## src/rtl/ntt_sched_pkg.sv

```systemverilog
// Shared types and sizing for the NTT job scheduler.
// Holds the FSM state encoding plus the default requester count and job length.
package ntt_sched_pkg;

    localparam int KYBER_N = 256;
    localparam int NUM_REQ = 3;
    localparam int ID_W    = 2;

    typedef enum logic [1:0] {
        S_IDLE  = 2'd0,
        S_LOAD  = 2'd1,
        S_WAIT  = 2'd2,
        S_DRAIN = 2'd3
    } state_t;

endpackage

```

## src/rtl/rr_arbiter.sv

```systemverilog
// Round-robin arbiter: combinational winner; the search starts one past the last grant.
// Zero latency; the pointer only moves when the caller takes the grant (i_update).
module rr_arbiter
    import ntt_sched_pkg::*;
#(
    parameter int N = 3
) (
    input  logic            i_clk,
    input  logic            i_rst,
    input  logic [N-1:0]    i_req,
    input  logic            i_update,
    output logic            o_any,
    output logic [ID_W-1:0] o_id,
    output logic [N-1:0]    o_gnt
);

    localparam logic [ID_W:0] N_W = (ID_W + 1)'(N);

    logic [ID_W-1:0] ptr_q;
    logic [ID_W:0]   sum;

    always_comb begin
        o_any = 1'b0;
        o_id  = '0;
        sum   = '0;
        for (int i = 0; i < N; i++) begin
            sum = {1'b0, ptr_q} + (ID_W + 1)'(i);
            if (sum >= N_W) begin
                sum = sum - N_W;
            end
            if (!o_any && i_req[sum[ID_W-1:0]]) begin
                o_any = 1'b1;
                o_id  = sum[ID_W-1:0];
            end
        end
        o_gnt = o_any ? (N'(1) << o_id) : '0;
    end

    always_ff @(posedge i_clk or posedge i_rst) begin
        if (i_rst) begin
            ptr_q <= '0;
        end else if (i_update && o_any) begin
            ptr_q <= ({1'b0, o_id} == N_W - 1'b1) ? '0 : o_id + 1'b1;
        end
    end

endmodule

```

## src/rtl/ntt_sched.sv

```systemverilog
// Shares one NTT core between NUM_REQ requesters: arbitrate, stream a job in, forward the result.
// Load/result paths are zero-latency pass-throughs; input stalls on i_in_valid gaps, results have no backpressure.
module ntt_sched #(
    parameter int NUM_REQ = ntt_sched_pkg::NUM_REQ,
    parameter int KYBER_N = ntt_sched_pkg::KYBER_N,
    parameter int TIMEOUT = 4095
) (
    input  logic                     i_clk,
    input  logic                     i_rst,
    input  logic [NUM_REQ-1:0]       i_req,
    input  logic [NUM_REQ-1:0]       i_req_intt,
    input  logic [NUM_REQ-1:0]       i_in_valid,
    input  logic [NUM_REQ-1:0][15:0] i_in_data,
    output logic [NUM_REQ-1:0]       o_in_ack,
    output logic [NUM_REQ-1:0]       o_grant,
    output logic                     o_core_ready,
    output logic                     o_core_intt,
    output logic [15:0]              o_core_data,
    input  logic                     i_core_valid,
    input  logic [15:0]              i_core_data,
    output logic                     o_core_rst,
    output logic                     o_out_valid,
    output logic [15:0]              o_out_data,
    output logic [1:0]               o_out_id,
    output logic                     o_done,
    output logic                     o_err
);

    import ntt_sched_pkg::*;

    localparam int            TW   = $clog2(TIMEOUT + 1);
    localparam logic [8:0]    LAST = 9'(KYBER_N - 1);
    localparam logic [TW-1:0] TLIM = TW'(TIMEOUT - 1);

    state_t              state_q, state_d;
    logic [NUM_REQ-1:0]  grant_q;
    logic [ID_W-1:0]     gid_q;
    logic                intt_q;
    logic [8:0]          wcnt_q, wcnt_d;
    logic [TW-1:0]       tcnt_q, tcnt_d;
    logic                do_grant, job_end, err_c;

    logic                arb_any;
    logic [ID_W-1:0]     arb_id;
    logic [NUM_REQ-1:0]  arb_gnt;

    rr_arbiter #(.N(NUM_REQ)) u_arb (
        .i_clk    (i_clk),
        .i_rst    (i_rst),
        .i_req    (i_req),
        .i_update (do_grant),
        .o_any    (arb_any),
        .o_id     (arb_id),
        .o_gnt    (arb_gnt)
    );

    always_ff @(posedge i_clk or posedge i_rst) begin
        if (i_rst) begin
            state_q <= S_IDLE;
            grant_q <= '0;
            gid_q   <= '0;
            intt_q  <= 1'b0;
            wcnt_q  <= '0;
            tcnt_q  <= '0;
        end else begin
            state_q <= state_d;
            wcnt_q  <= wcnt_d;
            tcnt_q  <= tcnt_d;
            if (do_grant) begin
                grant_q <= arb_gnt;
                gid_q   <= arb_id;
                intt_q  <= i_req_intt[arb_id];
            end else if (job_end) begin
                grant_q <= '0;
                gid_q   <= '0;
                intt_q  <= 1'b0;
            end
        end
    end

    always_comb begin
        state_d      = state_q;
        wcnt_d       = wcnt_q;
        tcnt_d       = tcnt_q;
        do_grant     = 1'b0;
        job_end      = 1'b0;
        err_c        = 1'b0;
        o_in_ack     = '0;
        o_core_ready = 1'b0;
        o_core_data  = '0;
        o_core_rst   = 1'b0;
        o_out_valid  = 1'b0;
        o_out_data   = '0;
        o_out_id     = '0;
        o_done       = 1'b0;
        unique case (state_q)
            S_IDLE: begin
                // A stray core word here is flagged but never forwarded.
                err_c = i_core_valid;
                if (arb_any) begin
                    do_grant = 1'b1;
                    state_d  = S_LOAD;
                end
            end
            S_LOAD: begin
                err_c           = i_core_valid;
                o_core_ready    = i_in_valid[gid_q];
                o_core_data     = i_in_data[gid_q];
                o_in_ack[gid_q] = i_in_valid[gid_q];
                if (i_in_valid[gid_q]) begin
                    if (wcnt_q == LAST) begin
                        wcnt_d  = '0;
                        tcnt_d  = '0;
                        state_d = S_WAIT;
                    end else begin
                        wcnt_d = wcnt_q + 9'd1;
                    end
                end
            end
            S_WAIT: begin
                o_out_valid = i_core_valid;
                o_out_data  = i_core_data;
                o_out_id    = gid_q;
                if (i_core_valid) begin
                    wcnt_d  = 9'd1;
                    state_d = S_DRAIN;
                end else if (tcnt_q == TLIM) begin
                    err_c      = 1'b1;
                    o_core_rst = 1'b1;
                    job_end    = 1'b1;
                    tcnt_d     = '0;
                    state_d    = S_IDLE;
                end else begin
                    tcnt_d = tcnt_q + 1'b1;
                end
            end
            S_DRAIN: begin
                o_out_valid = i_core_valid;
                o_out_data  = i_core_data;
                o_out_id    = gid_q;
                if (i_core_valid) begin
                    if (wcnt_q == LAST) begin
                        o_done  = 1'b1;
                        job_end = 1'b1;
                        wcnt_d  = '0;
                        state_d = S_IDLE;
                    end else begin
                        wcnt_d = wcnt_q + 9'd1;
                    end
                end else begin
                    // Core stalled mid-result: the job is lost, reset the core.
                    err_c      = 1'b1;
                    o_core_rst = 1'b1;
                    job_end    = 1'b1;
                    wcnt_d     = '0;
                    state_d    = S_IDLE;
                end
            end
            default: state_d = S_IDLE;
        endcase
    end

    assign o_grant     = grant_q;
    assign o_core_intt = intt_q;
    assign o_err       = err_c & ~i_rst;

endmodule

```

## config.mk

```make
export PLATFORM = sky130hd
export DESIGN_NAME = ntt_sched
export DESIGN_NICKNAME = d
export VERILOG_FILES = /design/src/rtl/ntt_sched_pkg.sv /design/src/rtl/rr_arbiter.sv /design/src/rtl/ntt_sched.sv
export SDC_FILE = /design/constraint.sdc
export NUM_CORES = 1
export LEC_CHECK = 0
export CORE_MARGIN = 1.5
export CORE_UTILIZATION = 42
export DETAILED_ROUTE_END_ITERATION = 10
export PLACE_DENSITY = 0.83
export REMOVE_ABC_BUFFERS = 1
export SYNTH_ARGS = -nofsm -noshare
export SYNTH_HDL_FRONTEND = slang
export SYNTH_HIERARCHICAL = 1
export SYNTH_SLANG_ARGS = --single-unit
```

## constraint.sdc

```tcl
create_clock -name i_clk -period 3.92 [get_ports i_clk]
set_input_delay 0.392 -clock i_clk [delete_from_list [all_inputs] [get_ports i_clk]]
set_output_delay 0.392 -clock i_clk [all_outputs]
set_load 0.02 [all_outputs]
```

==> results.md, run 1 <==
- Status: finished, final reports clean
- Worst slew pin tran: 1079 ps
- Slew Viols, Final: 0
- Grt ovf: 0
- Layout area overhead: 50.62%
- Post-CTS Setup Inserts: 0
- CTS tree: yes
- Drc violations: 0
- Period utilization: 79.17%
- Crit path from: state_q[1]
- Iter 0 DRT Violations: 92
- Port Buffer Count: 121
- Netlist cell types: 59
- Worst R2R Start: u_arb/ptr_q[0]
- Worst min path class: primary input to async pin
- Worst setup path class: register to output pin
- Total Routing Usage GR: 24.21%
- Leakage: 1.623 nW
- Post-Syn Area: 2643 µm²
- Nature of the critical path startpoint: register
- Antenna-violating nets left: 0
- GPL Wtd Cong: 0.9303
- Clk pin slew, worst setup/hold paths: 60 ps
- Max Clock Skew: 6.005 ps
- Number of synthesized flops with an enable pin: 0
- Worst skew pair latency: 280 ps
- Peak supply drop: 0.2438 mV
- Final min period: 3104 ps
- IO Pins: 122
- Syn Area/Cell: 7.983 µm²
- Final net count: 527
- Initial Util: 44.11%
- Die width: 82.32 µm
- RSZ-0062 raised after global routing: false
- Fraction of layout cells with a size suffix above 1: 6.532%
- Root buf cell: clkbuf_8
- Synth async-reset ratio: 100.0%
- Clk buf depth: 2
- Drt wl/cell: 15.81 µm
- First-pass GRT wire length: 12590 µm
- Post-synth top area share: 29.36%
- Final hold vios: 0
- HPWL after DPL: 6312 µm
- CTS Hold Buffers Added: 0
- Post-Syn Instances: 331
- Largest net degree at the start of global routing: 31
- FP Rows: 28
- Placed Cells: 512
- Core area: 5991 µm²
- Area contributors post-synth: dfrtp_1 (29%), mux2i_1 (7.6%), nor2_1 (7.4%), and2_1 (4.5%), nand2_1 (4.4%)
- Antenna cells: 0
- Max-slew headroom: 27.98%
- Synth warn: 6
- Total detailed-routing wirelength: 8207 µm
- Fmax: 0.3222 GHz
- Synth cell count leaders: nor2_1 (52), dfrtp_1 (31), nand2_1 (31)
- PD cells: 438.9 nW/µm²
- Required @ worst endpoint: 3530 ps
- Vias/cell: 5.509
- Clock tree sinks: 31
- Non-Filler Instances: 519
- Crit. End Element: output pin
- Die ar.: 6777 µm²
- Initial antenna violation count: 0
- Die Y-Extent: 82.32 µm
- CTS Buf Count: 5
- Critical Path AT: 2710 ps
- Vias in the first global route: 2626
- Seq/Total Area, Yosys: 29.36%
- Worst-path fanout max: 30
- Setup TNS: 0 ps
- Final setup viols: 0
- Via Count: 2859
- Post_cts resized: 0
- MaxCap Viol Count: 0
- Yosys top cell by area: dfrtp_1
- CTS HTree Levels: 2
- Initial DRT Pass Iterations: 5
- Prevailing post-synth register cell: dfrtp_1
- Post-synthesis register bit count: 31
- Most frequent cell after synthesis: nor2_1
-- final cells by class --
type / count / area (µm²)
sequential: 31 / 775.7
timing repair buffer: 126 / 1249
inverter: 10 / 37.54
clock buffer: 6 / 82.58
clock inverter: 1 / 5.005
multi-input combinational: 270 / 1737
fill: 475 / 2011
tap: 75 / 93.84
-- layout by cell type, fill, tap and decap left out, types with 4 or more instances in the layout --
cell | netlist | final
buf_4 | 0 | 5
and2_1 | 19 | 19
mux2i_1 | 20 | 20
dfrtp_1 | 31 | 31
o31ai_2 | 4 | 4
clkbuf_8 | 0 | 6
a21oi_1 | 23 | 23
a22o_1 | 7 | 7
o31ai_1 | 4 | 4
inv_1 | 10 | 10
o21ai_0 | 13 | 13
o21ai_1 | 10 | 10
ha_1 | 7 | 7
nand3_1 | 16 | 16
nor2b_1 | 7 | 7
nand2_1 | 31 | 31
clkdlybuf4s50_1 | 0 | 121
nor2_1 | 52 | 52
-- path summary, 6_finish.rpt --
kind	to	slack [ps]	depth (start not counted)
max	o_in_ack[2]	820	4
min	u_arb/ptr_q[1]	320	2
max reg2reg	o_core_intt	1060	10
min reg2reg	tcnt_q[10]	520	1
max in group asynchronous	tcnt_q[11]	2520	2
min in group i_clk	tcnt_q[10]	520	1
-- sequential cells by signal, indices dropped and copies added (netlist names) --
signal and flops:
tcnt_q 12, wcnt_q 9, o_grant 3, gid_q 2, state_q 2, u_arb/ptr_q 2, o_core_intt 1
-- metal layers --
metal  track usage (%)  up-vias  wire (µm)
li1                  -     1404          -
met1             29.08     1329       3245
met2             43.74      115       4075
met3             5.165       11        803
met4             5.763        0         82
met5                 0        -          0
-- critical path, cell delays in order (launching register included) --
cell	delay, ps
dfrtp_1	670
inv_1	220
nand2_1	420
nor4b_1	440
clkdlybuf4s50_1	670
-- power by group --
group / leakage, nW / total (mW) / switching (mW) / internal, mW
combinational: 1.18 / 1.02 / 0.536 / 0.489
clock: 0.0470 / 0.251 / 0.114 / 0.137
sequential: 0.393 / 0.471 / 0.0885 / 0.383
-- stage by stage --
step                total power [mW]  utilization [%]  area (µm²)  setup WS, ps  hold slack, ps
finish                         1.747            66.44        3980         816.5           323.2
global route                   1.866            66.44        3980         660.8           330.7
CTS                            1.753            66.44        3980         816.1           322.0
detailed placement             1.496            64.97        3892          1081           503.9
global placement               1.468            64.97        3892          1205           484.1
floorplan                      1.102                -        2550          1038           133.2
-- cell families after synthesis --
kind of cell	synth area share, %
AND/OR/NAND/NOR	29.26
AO/OA/AOI/OAI	23.15
flip-flops	29.36
buffers and inverters	4.924
multiplexers	9.990
adder cells (fa/ha/maj)	3.314
(Power assumes the default switching activity.)
==> run 2: changes to the inputs <==
==> constraint.sdc (replaced) <==
create_clock -name i_clk -period 3 [get_ports i_clk]
set_input_delay 0.3 -clock i_clk [delete_from_list [all_inputs] [get_ports i_clk]]
set_output_delay 0.3 -clock i_clk [all_outputs]
set_load 0.02 [all_outputs]
==> run 2 against run 1 <==
Clock-buffer cell count is 2 higher. Core utilization is 1.3 points higher. Flip-flop and latch count stayed put. Non-clock buffer count is 9 higher. Sequential share of layout area is 0.38 points lower. First-iteration DRC count is 80% higher. Clock skew is 1.1 ps lower. Critical endpoint is now o_grant[0].
==> results.md, run 2 (same netlist as run 1, synthesis figures left out) <==
- Status: finished, final reports clean
- Worst-path fanout max: 8
- CTS Buf Count: 5
- Drc violations: 0
- Leakage: 1.673 nW
- Initial Util: 44.11%
- Initial DRT Pass Iterations: 4
- Setup TNS: 0 ps
- Initial antenna violation count: 0
- Die Y-Extent: 82.32 µm
- Largest reg by FF count: tcnt_q
- Commonest cells after routing, fill and taps aside: clkdlybuf4s50_1 (121), nor2_1 (52), nand2_1 (31), dfrtp_1 (31), a21oi_1 (23)
- FP Rows: 28
- Power, Total: 2.365 mW
- First-pass GRT wire length: 12910 µm
- CTS HTree Levels: 2
- Nature of the critical path startpoint: register
- Clk buf depth: 2
- Layout fillers: 489
- Post-CTS Setup Inserts: 0
- Via Count: 2909
- Final hold vios: 0
- Layout area overhead: 53.65%
- Drt wl/cell: 15.77 µm
- Required @ worst endpoint: 3210 ps
- CTS tree: yes
- Core area: 5991 µm²
- Max Clock Skew: 4.885 ps
- Final instance area: 4060 µm²
- Slew Viols, Final: 0
- Final net count: 536
- Clk pin slew, worst setup/hold paths: 60 ps
- IO Pins: 122
- Post_cts resized: 0
- Critical Path AT: 2950 ps
- Worst skew pair latency: 280 ps
- PD cells: 582.4 nW/µm²
- Worst min path class: primary input to async pin
- Final setup viols: 0
- Fraction of layout cells with a size suffix above 1: 8.370%
- Most common cell after layout, fill and taps aside: clkdlybuf4s50_1
- Worst setup path class: register to register
- Grt ovf: 0
- HPWL after DPL: 6380 µm
- R2R setup slack: 270 ps
- Peak supply drop: 0.4190 mV
- Die ar.: 6777 µm²
- Fmax: 0.3662 GHz
- Max-slew headroom: 64.68%
- Root buf cell: clkbuf_8
- Final min period: 2731 ps
- Antenna-violating nets left: 0
- GPL Wtd Cong: 0.8557
- CTS Hold Buffers Added: 0
- Worst slew pin tran: 529.8 ps
- Max reg flops: 12
- RSZ-0062 raised after global routing: false
- Iter 0 DRT Violations: 166
- Die width: 82.32 µm
- Clock tree sinks: 31
- Vias/cell: 5.499
- Crit. End Element: register
- Largest net degree at the start of global routing: 30
- Post-DP Area: 3960 µm²
- Period utilization: 91.03%
- Port Buffer Count: 121
- Post-Route Utilization: 67.77%
- Total Routing Usage GR: 24.78%
- Vias in the first global route: 2733
- MaxCap Viol Count: 0
- Antenna cells: 0
- Total detailed-routing wirelength: 8340 µm
## run 2: cell type report
class	instances	area [µm²]	share of cell area (%)
tap	75	93.84	2.311
inverter	10	37.54	0.9245
multi-input combinational	270	1737	42.77
timing repair buffer	135	1316	32.42
sequential	31	775.7	19.11
clock buffer	8	100.1	2.465
## run 2: path summary, 6_finish.rpt
check | start | to | cells past startpoint
max | u_arb/ptr_q[1] | o_grant[0] | 10
min | i_rst | u_arb/ptr_q[1] | 2
max reg2reg | u_arb/ptr_q[1] | o_grant[0] | 10
min reg2reg | o_grant[2] | o_grant[2] | 1
max in group asynchronous | i_rst | gid_q[0] | 3
min in group i_clk | o_grant[2] | o_grant[2] | 1
## run 2: routing by layer
layer,GRT usage [%],up-vias,routed length [µm]
li1,-,1425,-
met1,28.35,1351,3250
met2,46.34,123,4156
met3,5.275,10,834
met5,0,-,0
met4,6.102,0,99
## run 2: worst max-delay path: stages, from the launching register on
cell and delay (ps):
dfrtp_1 410, inv_1 90, ha_1 330, mux2_4 350
mux2i_4 220, and2_2 240, nand2_1 90, nor3b_1 160
buf_4 180, a311oi_2 380, a22o_1 210
## run 2: stage by stage
step	cells	hold WS, ps	worst slack, ps
6_report	529	250.6	269.2
5_1_grt	529	254.8	48.85
4_1_cts	529	259.2	261.4
3_5_place_dp	521	486.3	296.6
3_3_place_gp	521	485.2	432.6
2_1_floorplan	311	41.18	117.7
## run 2: power by group
group	internal [mW]	switching, mW
clock	0.209	0.153
combinational	0.671	0.740
sequential	0.500	0.0921
==> run 3: changes to the inputs <==
--- a/config.mk
+++ b/config.mk
@@ -5,10 +5,12 @@
 export SDC_FILE = /design/constraint.sdc
 export NUM_CORES = 1
 export LEC_CHECK = 0
+export CELL_PAD_IN_SITES_DETAIL_PLACEMENT = 0
+export CELL_PAD_IN_SITES_GLOBAL_PLACEMENT = 1
 export CORE_MARGIN = 1.5
-export CORE_UTILIZATION = 42
+export CORE_UTILIZATION = 29
 export DETAILED_ROUTE_END_ITERATION = 10
-export PLACE_DENSITY = 0.83
+export PLACE_DENSITY = 0.82
 export REMOVE_ABC_BUFFERS = 1
 export SYNTH_ARGS = -nofsm -noshare
 export SYNTH_HDL_FRONTEND = slang
==> constraint.sdc (replaced) <==
create_clock -name i_clk -period 2.78 [get_ports i_clk]
set_input_delay 0.278 -clock i_clk [delete_from_list [all_inputs] [get_ports i_clk]]
set_output_delay 0.278 -clock i_clk [all_outputs]
set_load 0.02 [all_outputs]
==> run 3 against run 2 <==
Global-route usage down 7.5 points. Via count down 1.3%. Setup slack worse by 93 ps. Flip-flop and latch count unchanged. Core utilization down 21 points. Combinational power up 6%. Sequential power up 9.6%. Design area up 1.6%. Total power up 7.1%. Largest cell class unchanged. Largest power group unchanged. Highest routed layer unchanged.
==> results.md, run 3 (same netlist as run 1, synthesis figures left out) <==
- Max Clock Skew: 8.763 ps
- FP Rows: 34
- GPL Wtd Cong: 0.8498
- Most common cell after layout, fill and taps aside: clkdlybuf4s50_1
- Commonest cells after routing, fill and taps aside: clkdlybuf4s50_1 (121), nor2_1 (52), nand2_1 (31), dfrtp_1 (31), a21oi_1 (23)
- CTS tree: yes
- Pre-CTS setup slack: 135.2 ps
- Final instance area: 4125 µm²
- Clk pin slew, worst setup/hold paths: 70 ps
- Total Routing Usage GR: 17.33%
- Footprint of the multi-input gates: 1757 µm²
- Drt wl/cell: 15.12 µm
- Worst R2R Start: u_arb/ptr_q[0]
- Nature of the critical path startpoint: register
- Die width: 98.46 µm
- Worst setup path class: register to output pin
- Via Count: 2872
- Non-Filler Instances: 562
- Total detailed-routing wirelength: 8500 µm
- PD cells: 613.8 nW/µm²
- Largest net degree at the start of global routing: 30
- Largest reg by FF count: tcnt_q
- Worst slew pin tran: 942.6 ps
- HPWL after DPL: 6649 µm
- Initial antenna violation count: 0
- Layout fillers: 875
- MaxCap Viol Count: 0
- Register Area: 775.7 µm²
- Met2 Use GR: 31.35%
- Max-slew headroom: 37.16%
- Fmax: 0.3840 GHz
- Core area: 8763 µm²
- Leakage: 1.673 nW
- Initial DRT Pass Iterations: 5
- Hold WS: 204.6 ps
- Clk buf depth: 2
- Placed Cells: 554
- Critical Path AT: 2330 ps
- Port Buffer Count: 121
- Status: finished, final reports clean
- Required @ worst endpoint: 2500 ps
- Die Y-Extent: 98.46 µm
- CTS Buf Count: 5
- CTS HTree Levels: 2
- Clock tree sinks: 31
- Iter 0 DRT Violations: 142
- Antenna-violating nets left: 0
- Reg2Reg Depth: 10
- First-pass GRT wire length: 13630 µm
- Root buf cell: clkbuf_8
- Peak supply drop: 0.2653 mV
- R2R Path End: o_core_intt
- Final min period: 2604 ps
- Final net count: 536
- Worst min path class: primary input to async pin
- Worst-path fanout max: 8
- GR peak layer: met2
- Vias in the first global route: 2733
- Period utilization: 93.68%
- GRT met1 Usage: 21.27%
- Final setup viols: 0
- R2R setup slack: 230 ps
- Die ar.: 9693 µm²
- Crit. End Element: output pin
- Drc violations: 0
- Max reg flops: 12
- Fraction of layout cells with a size suffix above 1: 9.031%
- Power, Total: 2.532 mW
- Antenna cells: 0
- Final worst slack: 175.8 ps
- Post-DP Area: 4001 µm²
- Worst skew pair latency: 280 ps
- Setup TNS: 0 ps
- Grt ovf: 0
- Slew Viols, Final: 0
- Post-Route Utilization: 47.07%
- Vias/cell: 5.110
- Layout area overhead: 56.11%
- Final hold vios: 0
- IO Pins: 122
- Met3 GRT Util: 3.617%
- Initial Util: 30.15%
==> run 3: power breakdown <==
part           internal, mW  total [mW]  switching (mW)
logic                 0.720        1.49           0.768
registers             0.540       0.649           0.109
clock network         0.225       0.395           0.170
==> run 3: critical path, cell delays in order (launching register included) <==
cell             delay [ps]
dfrtp_1                 470
nand2_1                 160
nor4_2                  350
o211a_1                 280
a21oi_1                  80
nor2_1                  100
clkdlybuf4s50_1         600
==> run 3: layout make-up <==
class | instances | area share (%)
multi-input combinational | 270 | 42.58
timing repair buffer | 135 | 31.91
sequential | 31 | 18.80
tap | 108 | 3.276
clock buffer | 7 | 2.335
inverter | 10 | 0.9099
clock inverter | 1 | 0.1820
==> run 3: repair_timing <==
item / in CTS / in global routing
setup buffers: 0 / 0
endpoints found under the setup margin: 0 / 7
gates resized for setup: 0 / 3
hold buffers: 0 / 0
==> run 3: worst max path at each step <==
stage,from,endpoint,depth (start not counted)
finish,tcnt_q[6],o_err,6
global route,u_arb/ptr_q[0],o_core_intt,10
CTS,tcnt_q[6],o_err,6
global placement,u_arb/ptr_q[1],o_core_intt,10
floorplan,u_arb/ptr_q[0],u_arb/ptr_q[1],10
detailed placement,u_arb/ptr_q[1],o_core_intt,10
==> run 3: routing by layer <==
metal	routed length (µm)	share of wire (%)	vias to the layer above
met5	0	0	-
met4	77	0.91	0
met3	607	7.1	7
met2	4153	49	105
met1	3662	43	1339
li1	-	-	1421
